===== config.mk =====
export PLATFORM = sky130hd
export DESIGN_NAME = execute_muldiv_ctrl
export DESIGN_NICKNAME = d
export VERILOG_FILES = /design/src/rtl/execute_muldiv_ctrl.sv
export SDC_FILE = /design/constraint.sdc
export NUM_CORES = 2
export LEC_CHECK = 0
export CAP_MARGIN = 20
export CORE_ASPECT_RATIO = 0.6
export CORE_MARGIN = 5
export CORE_UTILIZATION = 50
export DETAILED_ROUTE_END_ITERATION = 8
export GPL_TIMING_DRIVEN = 0
export HOLD_SLACK_MARGIN = 0.06
export PLACE_DENSITY = 0.64
export SETUP_SLACK_MARGIN = 0.15
export SLEW_MARGIN = 20
export SYNTH_ARGS = -nofsm -noshare
export SYNTH_HDL_FRONTEND = slang
export SYNTH_SLANG_ARGS = --single-unit

===== constraint.sdc =====
create_clock -name clk -period 23.4 [get_ports clk]
set_clock_uncertainty 0.1 [all_clocks]
set_input_delay 7.02 -clock clk [delete_from_list [all_inputs] [get_ports clk]]
set_output_delay 7.02 -clock clk [all_outputs]
set_load 0.02 [all_outputs]

===== src/rtl/execute_muldiv_ctrl.sv =====
// HI/LO multiply/divide controller beside the execute ALU: sequences multi-cycle
// MULT/DIV family ops, owns the architectural HI/LO registers and drives busy.
module execute_muldiv_ctrl #(
    parameter int MUL_CYCLES = 3
) (
    input  logic        clk,
    input  logic        reset,
    input  logic        in_valid,
    output logic        in_ready,
    input  logic [3:0]  in_op,
    input  logic [31:0] in_vs,
    input  logic [31:0] in_vt,
    input  logic        flush,
    output logic        busy,
    output logic [31:0] hi,
    output logic [31:0] lo,
    output logic        done,
    output logic [31:0] result,
    output logic [1:0]  fsm_state
);
    // Handshake: an op is taken at a clk edge where in_valid && in_ready && !flush
    // and in_op is a known code; in_ready is high only in IDLE, one op in flight.
    localparam logic [3:0] OP_MULT  = 4'd1;
    localparam logic [3:0] OP_MULTU = 4'd2;
    localparam logic [3:0] OP_DIV   = 4'd3;
    localparam logic [3:0] OP_DIVU  = 4'd4;
    localparam logic [3:0] OP_MTHI  = 4'd5;
    localparam logic [3:0] OP_MTLO  = 4'd6;
    localparam logic [3:0] OP_MADD  = 4'd7;
    localparam logic [3:0] OP_MADDU = 4'd8;
    localparam logic [3:0] OP_MSUB  = 4'd9;
    localparam logic [3:0] OP_MSUBU = 4'd10;
    localparam logic [3:0] OP_MUL   = 4'd11;

    localparam logic [4:0] MUL_LAST = 5'(MUL_CYCLES - 1);
    localparam logic [4:0] DIV_LAST = 5'd31;

    typedef enum logic [1:0] {
        IDLE = 2'd0,
        MUL  = 2'd1,
        DIV  = 2'd2
    } state_t;

    state_t      state, state_next;
    logic [3:0]  op_q;
    logic [31:0] vs_q;
    logic [31:0] vt_q;
    logic [31:0] rem_q;
    logic        q_neg;
    logic        r_neg;
    logic [4:0]  cnt;

    logic        in_is_mul, in_is_div, in_is_mt;
    logic        accept, fin_mul, fin_div;
    logic        mul_signed;
    logic [63:0] mul_a, mul_b, prod, hilo_next;
    logic [32:0] shifted, diff;
    logic        fits;
    logic [31:0] rem_step, quo_step, quo_final, rem_final;

    assign in_is_mul = in_op inside {OP_MULT, OP_MULTU, OP_MADD, OP_MADDU,
                                     OP_MSUB, OP_MSUBU, OP_MUL};
    assign in_is_div = in_op inside {OP_DIV, OP_DIVU};
    assign in_is_mt  = in_op inside {OP_MTHI, OP_MTLO};

    assign in_ready  = (state == IDLE);
    assign busy      = (state != IDLE);
    assign fsm_state = state;

    always_comb begin
        state_next = state;
        accept     = 1'b0;
        fin_mul    = 1'b0;
        fin_div    = 1'b0;
        if (flush) begin
            state_next = IDLE;
        end else begin
            case (state)
                IDLE: begin
                    accept = in_valid && (in_is_mul || in_is_div || in_is_mt);
                    if (accept && in_is_mul)      state_next = MUL;
                    else if (accept && in_is_div) state_next = DIV;
                end
                MUL: if (cnt == 5'd0) begin
                    state_next = IDLE;
                    fin_mul    = 1'b1;
                end
                DIV: if (cnt == 5'd0) begin
                    state_next = IDLE;
                    fin_div    = 1'b1;
                end
                default: state_next = IDLE;
            endcase
        end
    end

    // Operands are sign/zero extended to 64 bits so one unsigned multiply serves both.
    assign mul_signed = op_q inside {OP_MULT, OP_MADD, OP_MSUB, OP_MUL};
    assign mul_a = {{32{mul_signed & vs_q[31]}}, vs_q};
    assign mul_b = {{32{mul_signed & vt_q[31]}}, vt_q};
    assign prod  = mul_a * mul_b;

    always_comb begin
        hilo_next = prod;
        case (op_q)
            OP_MADD, OP_MADDU: hilo_next = {hi, lo} + prod;
            OP_MSUB, OP_MSUBU: hilo_next = {hi, lo} - prod;
            default:           hilo_next = prod;
        endcase
    end

    // Restoring divide step: vs_q shifts the dividend out and quotient bits in.
    assign shifted   = {rem_q, vs_q[31]};
    assign diff      = shifted - {1'b0, vt_q};
    assign fits      = ~diff[32];
    assign rem_step  = fits ? diff[31:0] : shifted[31:0];
    assign quo_step  = {vs_q[30:0], fits};
    assign quo_final = q_neg ? -quo_step : quo_step;
    assign rem_final = r_neg ? -rem_step : rem_step;

    always_ff @(posedge clk) begin
        if (reset) begin
            state  <= IDLE;
            hi     <= 32'd0;
            lo     <= 32'd0;
            done   <= 1'b0;
            result <= 32'd0;
            cnt    <= 5'd0;
            op_q   <= 4'd0;
            vs_q   <= 32'd0;
            vt_q   <= 32'd0;
            rem_q  <= 32'd0;
            q_neg  <= 1'b0;
            r_neg  <= 1'b0;
        end else begin
            state <= state_next;
            done  <= 1'b0;
            if (accept) begin
                op_q  <= in_op;
                vs_q  <= (in_op == OP_DIV && in_vs[31]) ? -in_vs : in_vs;
                vt_q  <= (in_op == OP_DIV && in_vt[31]) ? -in_vt : in_vt;
                rem_q <= 32'd0;
                q_neg <= (in_op == OP_DIV) && (in_vs[31] ^ in_vt[31]);
                r_neg <= (in_op == OP_DIV) && in_vs[31];
                cnt   <= in_is_div ? DIV_LAST : MUL_LAST;
                if (in_op == OP_MTHI) begin
                    hi   <= in_vs;
                    done <= 1'b1;
                end
                if (in_op == OP_MTLO) begin
                    lo   <= in_vs;
                    done <= 1'b1;
                end
            end
            if (state != IDLE && cnt != 5'd0) cnt <= cnt - 5'd1;
            if (state == DIV) begin
                vs_q  <= quo_step;
                rem_q <= rem_step;
            end
            if (fin_mul) begin
                done <= 1'b1;
                if (op_q == OP_MUL) begin
                    result <= prod[31:0];
                end else begin
                    hi <= hilo_next[63:32];
                    lo <= hilo_next[31:0];
                end
            end
            // A zero divisor still runs the full latency but leaves HI/LO untouched.
            if (fin_div) begin
                done <= 1'b1;
                if (vt_q != 32'd0) begin
                    lo <= quo_final;
                    hi <= rem_final;
                end
            end
        end
    end

endmodule


Yosys cells after proc, flatten, opt, wreduce, memory -nomap -nowiden:

Cells that the tools add are included.

* register bits after elaboration: 206
* output and inout port bits: 101
* logic and storage cells: 113

* $add $sub $neg: 8
* $mul: 1
* eq/ne operators: 21
* multiplexer cells: 41
* bitwise gates (word level): 4
* reductions and logical operators: 26

Operators with widths (number)
* 32-bit 2-to-1 mux: 21
* 32-bit negation: 4
* 64-bit case mux with 2 select lines: 1
* 64-bit adder: 1
* 33-bit by 33-bit multiplier with 64-bit output: 1
* 64-bit subtractor: 1
* 33-bit by 32-bit subtractor with 33-bit output: 1
* 4-bit == test, second input constant: 8
* 32-bit nonzero test: 1
* 4-bit by 3-bit == test with 1-bit output, second input constant: 5
* 5-bit 2-to-1 mux: 3
* 1-bit 2-to-1 mux: 12
* 2-bit nonzero test: 5
* 4-bit by 1-bit == test with 1-bit output, second input constant: 2
* 4-bit by 2-bit == test with 1-bit output, second input constant: 2
* 2-bit OR reduction: 4
* 1-bit logical AND: 7
* 7-bit nonzero test: 1
* 2-bit 2-to-1 mux: 3
* 5-bit zero test: 1
* 5-bit nonzero test: 1
* 5-bit by 1-bit subtractor with 5-bit output, second input constant: 1
* 2-bit case mux with 2 select lines: 1
* 2-bit AND reduction: 2
* other kinds (10): 12

Depth between registers and ports, before layout:

* depth after elaboration: 12
* gate-level depth with buffers: 48
* depth with buffers taken out: 47

Worst setup path before layout:

No wires, ideal clock.

* kind: register to register
* from: reg op_q[1]
* to: reg hi[31]
* library setup time: 0.124 ns
* data arrival time: 10.764 ns
* path slack: 12.411 ns
* stages on the path, launching flop included: 38
* buffers on the path: 3
* cells stage by stage: dfxtp_1 nor2b_1 xnor2_1 nand2_1 clkbuf_1 nor3_1 fa_1 fa_1 fa_1 inv_1 fa_1 fa_1 fa_1 fa_1 fa_1 inv_1 ha_1 clkbuf_1 (+2 left out) nand3_1 a31o_2 a31o_1 or4b_4 or4_4 nor3_2 nand2_1 o31ai_2 xor2_1 ha_1 clkbuf_1 nand2_1 o41ai_1 o31ai_1 o21ai_0 xnor2_1 xnor2_1 o21ai_1

* word-level cells in the longest chain between the ends: 10
* elaborated cells on any way between the ends: 19
* those cells by class: 2 x add/sub; 1 x mul; 6 x eq/ne; 5 x mux; 2 x bitwise; 3 x reduce/logical

Ends and longest elaborated chain
* start, declared: line 45 `logic [3:0] op_q;`
* start signal, assigned: line 139 `op_q <= in_op;`
* 4-bit by 1-bit == test with 1-bit output (tied with other cells): line 98 `assign mul_signed = op_q inside {OP_MULT, OP_MADD, OP_MSUB, OP_MUL};`
* 4-bit nonzero test: line 98
* 1-bit bitwise AND (on tied branches): line 99, 100
* 33-bit by 33-bit multiplier with 64-bit output: line 101 `assign prod = mul_a * mul_b;`
* 64-bit subtractor or 64-bit adder (tied branches): line 107, 106
* 64-bit case mux with 2 select lines: line 105 `case (op_q)`
* 32-bit 2-to-1 mux (*): line 162 `if (op_q == OP_MUL) begin`
* 32-bit 2-to-1 mux (*): line 160 `if (fin_mul) begin`
* 32-bit 2-to-1 mux: line 172 `if (vt_q != 32'd0) begin`
* 32-bit 2-to-1 mux (*): line 170 `if (fin_div) begin`
* end signal, assigned: line 147 `hi <= in_vs;`
* end signal, assigned: line 165 `hi <= hilo_next[63:32];`
* end signal, assigned: line 174 `hi <= rem_final;`
* end, declared: line 15 `output logic [31:0] hi,`

Every way passes the cells marked *; elsewhere a longest branch is shown, timed or not.
A chain may end at the register's enable or synchronous reset.

Worst setup path after layout:

* from: reg vt_q[19]
* to: reg hi[28]

* word-level cells in the longest chain between the ends: 7
* elaborated cells on any way between the ends: 13
* those cells by class: 4 x add/sub; 1 x mul; 7 x mux; 1 x reduce/logical

Ends and longest elaborated chain
* start, declared: line 47 `logic [31:0] vt_q;`
* start signal, assigned: line 141 `vt_q <= (in_op == OP_DIV && in_vt[31]) ? -in_vt : in_vt;`
* 33-bit by 33-bit multiplier with 64-bit output: line 101
* 64-bit subtractor or 64-bit adder (tied branches): line 107, 106
* 64-bit case mux with 2 select lines: line 105
* 32-bit 2-to-1 mux: line 162
* 32-bit 2-to-1 mux: line 160
* 32-bit 2-to-1 mux: line 172
* 32-bit 2-to-1 mux (*): line 170

Marked as above.

==> results by group <==
CTS
  • H-tree Lvls: 1
  • Skew-Pair Late Insertion Delay: 0.62 ns
  • Clock-pin slew on the worst setup and hold paths: 0.07 ns
  • Resized Gates After CTS: 0
  • CTS tree: done
  • Clock Path Buffers: 3
  • Hold-fix buffers at CTS: 0
  • Root Buffer Master: clkbuf_16
  • TritonCTS Buffers: 26
  • Setup bufs post-CTS: 0
  • Clk sink count: 206

STA
  • Pins Over Slew Limit: 0
  • Final hold violations: 0
  • Worst slew pin tran: 1.34 ns
  • RSZ-0062 raised after global routing: false
  • Slew HR: 10.7%
  • Hold slack final: 0.360 ns
  • Final setup vio count: 0
  • Final worst setup slack: 6.82 ns
  • Min Clock Period, post-route: 16.58 ns
  • Highest achievable clock rate: 60.3 MHz
  • Post-route setup TNS: 0 ns
  • Final worst path period share: 70.9%

Synthesis
  • Synthesized net count: 8540
  • Adder-Cell Fraction of Synth Area: 45.8%
  • Mux cell area share after synthesis: 1.36%
  • Library cells used by synthesis: 102
  • Top cells by area, synth: fa_1 (39%), inv_1 (7.4%), dfxtp_1 (7.1%)
  • Largest area contributor in the netlist: fa_1
  • Fraction of registers with async set/reset: 0%
  • Post-synth top area share: 38.9%
  • Main combinational cell family by area after synthesis: adder cells
  • Compound-cell area share of the yosys netlist: 12.2%
  • Yosys warning total: 0
  • Post-synth EDFFs: 0
  • Avg Cell Area, Syn: 8.25 µm²
  • Prevailing post-synth register cell: dfxtp_1
  • Synthesized flop and latch total: 206
  • Cell count after synthesis: 7024
  • Synth Area in XOR/XNOR: 4.94%
  • Mapped cell area: 58000 µm²
  • Simple-gate share of the synthesized area: 18.2%
  • Sequential cell area fraction in the yosys report: 7.11%

Setup path
  • Worst Reg-to-Reg Cells: 43
  • WP data required: 23.79 ns
  • Critical R2R Launch: vt_q[19]
  • Crit path max fanout: 10
  • Startpoint Class: flip-flop
  • Kind of cell adding the most delay to the critical path: adder cells
  • Worst Setup EP: hi[28]
  • CP max stage delay: 1.02 ns
  • Register-to-register setup slack: 6.82 ns
  • Crit-path most repeated cell: fa_1
  • Critical Path Stages: 43
  • Crit path DAT: 16.97 ns
  • R2r endpoint: hi[28]
  • CP Class: flip-flop to flip-flop
  • Slowest-stage cell, CP: nor3_1
  • Worst Path Buf+Inv: 9
  • CP startpoint: vt_q[19]
  • CP endpoint kind: flip-flop

Floorplanning
  • Die Y: 274 µm
  • Die X: 450 µm
  • Rows: 96
  • IO Pins: 173
  • Die area: 123000 µm²
  • Core Region: 115000 µm²
  • Starting Density: 50.5%

GRT
  • Largest net degree at the start of global routing: 25
  • All-Layer GR Usage: 46.3%
  • Vias in the first global route: 52.0k
  • Initial antenna violation count: 51
  • First-pass GRT wire length: 401000 µm
  • Congestion Overflow GR: 0

Detailed routing
  • Wire length per cell: 32.9 µm
  • Starting DRT DRC Count: 8664
  • Drt drc: 0
  • Routed vias: 56.0k
  • 1st-pass router iterations: 9
  • Post-route ant nets: 0
  • Via-per-instance ratio: 6.37
  • WL final: 289000 µm

Power
  • LEAKAGE: 26.2 nW
  • Final Power: 2.41 mW
  • Cell area power density: 38.4 nW/µm²
  • Max IR drop VDD: 0.0650 mV

Cells and area
  • Nets: 8743
  • Fin cells: 8796
  • Most common cell after layout, fill and taps aside: inv_1
  • Area of the multi-input gates: 47900 µm²
  • Layout cells sized above 1: 2.44%
  • Fin util: 54.7%
  • Most frequent cells in the layout: inv_1 (1137), fa_1 (1126), nand2_1 (1057)
  • Layout Area Growth over Synthesis: 8.15%
  • Register area: 4120 µm²
  • Design Area, Final: 62700 µm²
  • Fill count: 11.0k

Min path
  • HP Class: flip-flop to flip-flop
  • Hold Startpoint: result[24]

Placed design
  • Hpwl dp: 246000 µm
  • Post-place setup slack: 8.05 ns
  • Gp weighted congestion: 1.10
  • Dpl cell area: 61600 µm²
  • Placed cells: 8716
  • IO Port Bufs: 169

Status
  • Status: completed

Run
  • Max-cap violations: 0
==> registers in the layout, summed over array words and instances, names as in the netlist <==
register   flops
hi            32
lo            32
rem_q         32
result        32
vs_q          32
vt_q          32
cnt            5
op_q           4
fsm_state      2
done           1
q_neg          1
r_neg          1
==> routing by layer <==
layer  track usage [%]  vias to the layer above  part of all wire (%)
met2              53.6                     4828                    34
met4              11.9                       44                   3.3
met5              3.95                        -                  0.30
met3              31.6                      648                    21
met1              67.0                    27900                    42
li1                  -                    22600                     -
==> where the power goes <==
part           leakage, nW  internal [mW]  switching [mW]
logic                 24.1          0.474            1.09
registers             1.67          0.362          0.0124
clock network        0.445          0.267           0.204
total                 26.2           1.10            1.31
==> cells in the mapped netlist (all sizes together) (30+ instances only) <==
| cell | instances |
|---|---|
| o211ai | 51 |
| ha | 317 |
| clkbuf | 382 |
| nand2 | 1058 |
| dfxtp | 206 |
| and3 | 47 |
| buf | 63 |
| o31ai | 40 |
| mux2i | 70 |
| nand3 | 58 |
| nor2b | 31 |
| a211oi | 112 |
| a21o | 65 |
| nand4 | 30 |
| a31oi | 49 |
| nand2b | 33 |
| fa | 1127 |
| inv | 1138 |
| nor3 | 89 |
| xnor2 | 185 |
| nor2 | 447 |
| xor2 | 142 |
| and2 | 328 |
| o21ai | 210 |
| or3 | 52 |
| nor4 | 36 |
| a21oi | 358 |
==> how the worst min path moves through the flow <==
stage,end,cells after the start
final,result[24],2
after global routing,result[3],2
after global placement,result[15],2
after floorplan,op_q[3],2
after CTS,result[25],2
after detailed placement,result[25],2
==> layout make-up <==
| class | count | area share (%) |
|---|---|---|
| Multi-Input combinational cell | 5235 | 76.3 |
| Antenna cell | 31 | 0.124 |
| Sequential cell | 206 | 6.58 |
| Buffer | 445 | 2.87 |
| Inverter | 1138 | 6.81 |
| Clock inverter | 14 | 0.299 |
| Clock buffer | 33 | 1.18 |
| Tap cell | 1519 | 3.03 |
| Timing Repair Buffer | 175 | 2.77 |
==> cell families (layout without fill, tap and decap cells) <==
kind of cell,count (synthesis),in the layout
AOI/OAI and AO/OA,1099,1099
DFF,206,206
adders and majority gates,1444,1444
xor gates and xnor gates,327,327
and+or+nand+nor,2287,2287
other,0,31
buffers and inverters,1583,1805
muxes,78,78
==> worst register-to-register path, delay by kind of cell (launching register included) <==
| kind | cells | cell delay [ns] |
|---|---|---|
| buffers and inverters | 9 | 2.76 |
| XOR/XNOR | 3 | 1.12 |
| AO/OA/AOI/OAI | 12 | 3.62 |
| adder cells (fa/ha/maj) | 10 | 4.88 |
| AND/OR/NAND/NOR | 9 | 3.67 |
| flip-flops | 1 | 0.30 |
Note: power is estimated with default switching activity, not from simulation.
